File: src/rtl/mem_arbiter_pkg.sv
// Shared types and constants for the three-port SDRAM burst arbiter.
package mem_arbiter_pkg;

  // Arbiter sequencing: one grant cycle, the data beats, one release cycle.
  typedef enum logic [1:0] {
    StIdle,
    StGrant,
    StBurst,
    StRelease
  } state_e;

  // Owner encodings, also used as the round-robin last-granted pointer.
  localparam logic [1:0] GntNone = 2'd0;
  localparam logic [1:0] GntP1   = 2'd1;
  localparam logic [1:0] GntP2   = 2'd2;
  localparam logic [1:0] GntP3   = 2'd3;

  // Every transaction is a fixed-length burst of 16-bit words.
  localparam int unsigned BurstLen = 4;
  localparam logic [1:0]  BeatLast = 2'(BurstLen - 1);

endpackage

File: src/rtl/rr_select3.sv
// Three-way round-robin selector: picks the first requester after the last owner.
module rr_select3
  import mem_arbiter_pkg::*;
(
  input  logic [2:0] req,
  input  logic [1:0] last,
  output logic [1:0] winner
);

  // Scan order rotates so the port granted last has lowest priority.
  always_comb begin
    winner = GntNone;
    case (last)
      GntP1: begin
        if (req[1])      winner = GntP2;
        else if (req[2]) winner = GntP3;
        else if (req[0]) winner = GntP1;
      end
      GntP2: begin
        if (req[2])      winner = GntP3;
        else if (req[0]) winner = GntP1;
        else if (req[1]) winner = GntP2;
      end
      default: begin
        // GntP3, and the unused GntNone code, start the scan at p1.
        if (req[0])      winner = GntP1;
        else if (req[1]) winner = GntP2;
        else if (req[2]) winner = GntP3;
      end
    endcase
  end

endmodule

File: src/rtl/mem_arbiter.sv
// Arbitrates p1 (program cache), p2 (data cache) and p3 onto one SDRAM burst port.
module mem_arbiter
  import mem_arbiter_pkg::*;
#(
  parameter int unsigned        ADDR_W  = 24,
  parameter logic [ADDR_W-1:0]  P3_BASE = 24'hFE0000
) (
  input  logic              clk,
  input  logic              reset,
  input  logic              p1_req,
  input  logic [31:0]       p1_address,
  output logic              p1_ready,
  output logic [1:0]        p1_offset,
  input  logic              p2_req,
  input  logic              p2_wren,
  input  logic [31:0]       p2_address,
  input  logic [15:0]       p2_to_mem,
  output logic              p2_ready,
  output logic [1:0]        p2_offset,
  input  logic              p3_req,
  input  logic              p3_wren,
  input  logic [16:0]       p3_address,
  input  logic [15:0]       p3_to_mem,
  output logic              p3_ready,
  output logic [1:0]        p3_offset,
  output logic              ctrl_req,
  output logic              ctrl_wren,
  output logic [ADDR_W-1:0] ctrl_address,
  output logic [15:0]       ctrl_to_mem,
  input  logic              ctrl_ready,
  input  logic [1:0]        ctrl_offset,
  output logic [1:0]        grant
);

  state_e     state_q, state_d;
  logic [1:0] grant_q, grant_d;
  logic [1:0] last_q, last_d;
  logic [1:0] beat_q, beat_d;
  logic [1:0] winner;
  logic       active;

  logic [ADDR_W-1:0] p1_word, p2_word, p3_word;

  // Bursts are word-aligned to four, so the two low address bits are always cleared.
  assign p1_word = {p1_address[ADDR_W-1:2], 2'b00};
  assign p2_word = {p2_address[ADDR_W-1:2], 2'b00};
  assign p3_word = {P3_BASE[ADDR_W-1:2] | {{(ADDR_W-17){1'b0}}, p3_address[16:2]}, 2'b00};

  logic unused_addr_bits;
  assign unused_addr_bits = ^{p1_address[31:ADDR_W], p1_address[1:0],
                              p2_address[31:ADDR_W], p2_address[1:0], p3_address[1:0]};

  assign active = (state_q == StGrant) || (state_q == StBurst);
  assign grant  = grant_q;

  rr_select3 u_rr_select3 (
    .req    ({p3_req, p2_req, p1_req}),
    .last   (last_q),
    .winner (winner)
  );

  // State, owner, round-robin pointer and beat counter; reset drops the burst at once.
  always_ff @(posedge clk or negedge reset) begin
    if (!reset) begin
      state_q <= StIdle;
      grant_q <= GntNone;
      last_q  <= GntP3;
      beat_q  <= 2'd0;
    end else begin
      state_q <= state_d;
      grant_q <= grant_d;
      last_q  <= last_d;
      beat_q  <= beat_d;
    end
  end

  // Next-state: contest only in idle, count beats only while the burst port is owned.
  always_comb begin
    state_d = state_q;
    grant_d = grant_q;
    last_d  = last_q;
    beat_d  = beat_q;
    unique case (state_q)
      StIdle: begin
        grant_d = GntNone;
        beat_d  = 2'd0;
        if (winner != GntNone) begin
          grant_d = winner;
          last_d  = winner;
          state_d = StGrant;
        end
      end
      StGrant, StBurst: begin
        if (state_q == StGrant) state_d = StBurst;
        if (ctrl_ready) begin
          beat_d = beat_q + 2'd1;
          if (beat_q == BeatLast) state_d = StRelease;
        end
      end
      StRelease: begin
        grant_d = GntNone;
        state_d = StIdle;
      end
      default: state_d = StIdle;
    endcase
  end

  // Output steering: request/address only while active, ready/offset/data follow the owner.
  always_comb begin
    ctrl_req     = active;
    ctrl_wren    = 1'b0;
    ctrl_address = '0;
    ctrl_to_mem  = 16'h0000;
    p1_ready     = 1'b0;
    p1_offset    = 2'b00;
    p2_ready     = 1'b0;
    p2_offset    = 2'b00;
    p3_ready     = 1'b0;
    p3_offset    = 2'b00;
    unique case (grant_q)
      GntP1: begin
        if (active) ctrl_address = p1_word;
        p1_ready  = active & ctrl_ready;
        p1_offset = ctrl_offset;
      end
      GntP2: begin
        if (active) begin
          ctrl_wren    = p2_wren;
          ctrl_address = p2_word;
        end
        ctrl_to_mem = p2_to_mem;
        p2_ready    = active & ctrl_ready;
        p2_offset   = ctrl_offset;
      end
      GntP3: begin
        if (active) begin
          ctrl_wren    = p3_wren;
          ctrl_address = p3_word;
        end
        ctrl_to_mem = p3_to_mem;
        p3_ready    = active & ctrl_ready;
        p3_offset   = ctrl_offset;
      end
      default: ;
    endcase
  end

endmodule

File: config.mk
export PLATFORM = sky130hd
export DESIGN_NAME = mem_arbiter
export DESIGN_NICKNAME = d
export VERILOG_FILES = /design/src/rtl/mem_arbiter_pkg.sv /design/src/rtl/rr_select3.sv /design/src/rtl/mem_arbiter.sv
export SDC_FILE = /design/constraint.sdc
export NUM_CORES = 1
export LEC_CHECK = 0
export CAP_MARGIN = 30
export CORE_MARGIN = 5
export CORE_UTILIZATION = 30
export DETAILED_ROUTE_END_ITERATION = 8
export DONT_BUFFER_PORTS = 1
export SLEW_MARGIN = 10
export SYNTH_ARGS = -nofsm -noshare
export SYNTH_HDL_FRONTEND = slang
export SYNTH_HIERARCHICAL = 1
export SYNTH_SLANG_ARGS = --single-unit
File: constraint.sdc
create_clock -name clk -period 5.8 [get_ports clk]
set_input_delay 0.87 -clock clk [delete_from_list [all_inputs] [get_ports clk]]
set_output_delay 0.87 -clock clk [all_outputs]
set_load 0.01 [all_outputs]
==> results.md <==
* Busiest layer in global routing: met2
* DR vias/cell at approximately 5.2
* Critical Path End Type: output pin
* Relative slew slack at 0.629
* Final setup vio count at 0
* Die H at 83.2 um
* Tot GR Track Use at 0.113
* Count of input and output buffers at 0
* Status: completed
* Grt met1 use at 0.122
* Final Max Tran Viols at 0
* DP Wirelength at ~3300 um
* Most common flop cell mapped by yosys: dfrtp_1
* NumNets Final at 299
* CP cell instances: buf_4 > mux2_2 > a22oi_1 > nor2b_1
* Critical path data arrival time at roughly 2100 ps
* Reg-to-reg critical path startpoint: last_q[0]
* Routed wire length at ~4300 um
* Final antenna-violating net count at 0
* Diodes inserted at 0
* Global routing met2 resource utilization at 0.208
* Post-CTS Setup Inserts at 0
* Power per cell area at approximately 530 nW/um^2
* Asr flop ratio synth at 1.00
* Total Die Area at slightly below 7000 sq um
* Setup TNS at 0 ps
* Final Cycle Share at 0.514
* Initial DRC count at 41
* Clock transition at path regs at around 40 ps
* Critical Path Start Type: flop
* Core area at 5140 sq um
* Achievable Freq at between 300 and 400 MHz
* Cts bufs inserted at 3
* Post-synth EDFFs at 0
* Placed cell area at between 1500 and 2000 sq um
* Wire per inst at ~18 um
* HP Class: input port to async pin
* RSZ-0062 raised after global routing: no
* Vias in the first global route at between 1,000 and 1,500
* Crit path from: grant[0]
* Mapped Cells at approximately 180
* GR Overflow Total at 0
* Mean Syn Cell Area at between 8 and 9 sq um
* Max Clock Skew at roughly 4.2 ps
* CP delay by family, top: flip-flops
* Area Growth Syn to Fin at -0.468%
* Warnings from Yosys at 6
* Crit Path Category: flop to output pin
* # resized after CTS at 0
* Final instance area at around 1600 sq um
* Clock Latency Late Sink at 230 ps
* CTS tree: done
* Least-Margin Pin Slew at around 560 ps
* # rows at 26
* DR DRC count at 0
* Critical path depth at 4
* Ports at ~180
* WP buf/inv at 1
* Synth Register Bits at 8
* Worst Path Max Fanout at 36
* First drt pass iteration count at 4
* Layout fillers at between 500 and 600
* Final Util at 0.311
* Max incr delay on CP at just over 700 ps
* Initial cell density of the core at 0.312
* CP required at a little under 5000 ps
* Worst reg2reg path endpoint: state_q[1]
* Post-CTS Hold Fix Bufs at 0
* R2r setup slk at 3630 ps
* First-pass GRT wire length at roughly 6600 um
* Critical path's slowest cell: dfrtp_2
* Max H-tree Level at 1
* Max_cap viols at 0
* Clock Tree Buf Depth at 2
* Final hold viol count at 0
* Total power at about 850 uW
* Period minus WS final at a little under 3000 ps
* CTS root buffer: clkbuf_8
* Share of cells above drive strength 1 at 0.284
* Grt met3 use at 0.0436
* Initial antenna violation count at 0
* Post-synth cell types at 36
* Worst reg2reg path depth at 6
* RePlAce Congestion at 0.718
* Static leakage at a little over 0.6 nW
* Largest net degree at the start of global routing at between 40 and 50
* Clk sinks at 8
* Mapped Area at between 1500 and 2000 sq um
* Die W at 83.2 um
* VDD IR-drop max at ~0.46 mV
* Via count at between 1,000 and 1,500
* Critical path endpoint: ctrl_address[5]
* Sequential-to-total area share from yosys stat at 0.126
## per-layer routing
metal | routed length (um) | share of wire
met4 | 17 | 0.0040
met2 | 2230 | 0.52
met5 | 0 | 0
met3 | 398 | 0.093
met1 | 1640 | 0.38
## layout make-up
class                   count  area, sq um  share of cell area
inverters                   4         15.0             0.00940
clock buffers               4         45.0              0.0282
well taps                  70         87.6              0.0548
flip-flops and latches      8          204               0.128
repair buffers              3         22.5              0.0141
multi-input cells         150         1220               0.766
## registers in the layout (all words and copies together), names as in the netlist
register and count:
beat_q 2, grant 2, last_q 2, state_q 2
## synthesized netlist by cell type (2+ instances only)
cell type  count  area, sq um
a21boi_0       7         52.6
a21oi_1        2         10.0
a22oi_1        5         37.5
a22oi_2       10          125
and2_2         2         15.0
and3_1         2         12.5
and3b_1        2         17.5
buf_12         2         40.0
buf_4          4         30.0
buf_6          4         45.0
buf_8          2         30.0
clkbuf_1       6         22.5
dfrtp_1        6          150
dfstp_2        2         52.6
ha_1           6         75.1
inv_1          4         15.0
mux2_2         9          101
mux2_4         9          135
mux2i_1       18          180
nand2_1       17         63.8
nand2b_1       4         25.0
nor2_1         3         11.3
nor2b_1       25          156
nor2b_2        6         52.6
o21ai_0       11         55.1
## power breakdown
part           switching [mW]  internal (mW)  total [mW]
clock network          0.0233         0.0478      0.0711
logic                   0.359          0.287       0.645
registers              0.0453         0.0908       0.136
total                   0.427          0.425       0.853
## stage by stage
step	setup WS, ps	cells	hold slack, ps
6_report	2820	239	332
4_1_cts	2800	239	326
5_1_grt	2660	239	321
3_5_place_dp	3050	235	465
3_3_place_gp	3080	235	468
2_1_floorplan	3520	180	448
## worst min path at each step
| stage | from | to | slack (ps) | cells past startpoint |
|---|---|---|---|---|
| floorplan | last_q[1] | last_q[1] | 450 | 2 |
| global placement | last_q[0] | last_q[0] | 470 | 2 |
| detailed placement | last_q[0] | last_q[0] | 470 | 2 |
| CTS | reset | grant[0] | 330 | 0 |
| global route | reset | state_q[0] | 320 | 0 |
| finish | reset | state_q[0] | 330 | 0 |
## cells by family after synthesis
kind of cell | count (synthesis) | synth area share
XOR/XNOR | 1 | 0.00546
other | 1 | 0.00234
flip-flops | 8 | 0.126
buffers and inverters | 22 | 0.114
multiplexers | 36 | 0.260
AO/OA/AOI/OAI | 38 | 0.193
AND/OR/NAND/NOR | 67 | 0.253
adder cells (fa/ha/maj) | 6 | 0.0468
## placed cells by master (no fill, tap or decap), drive strengths merged, types with 3 or more instances in the layout
cell	n
nand2b	4
nand2	17
dfrtp	6
a22oi	15
and3	3
mux2	18
a21boi	7
inv	4
mux2i	18
nor2	3
buf	3
nor2b	32
o21ai	11
clkbuf	4
ha	6
Note: power is estimated with default switching activity, not from simulation.
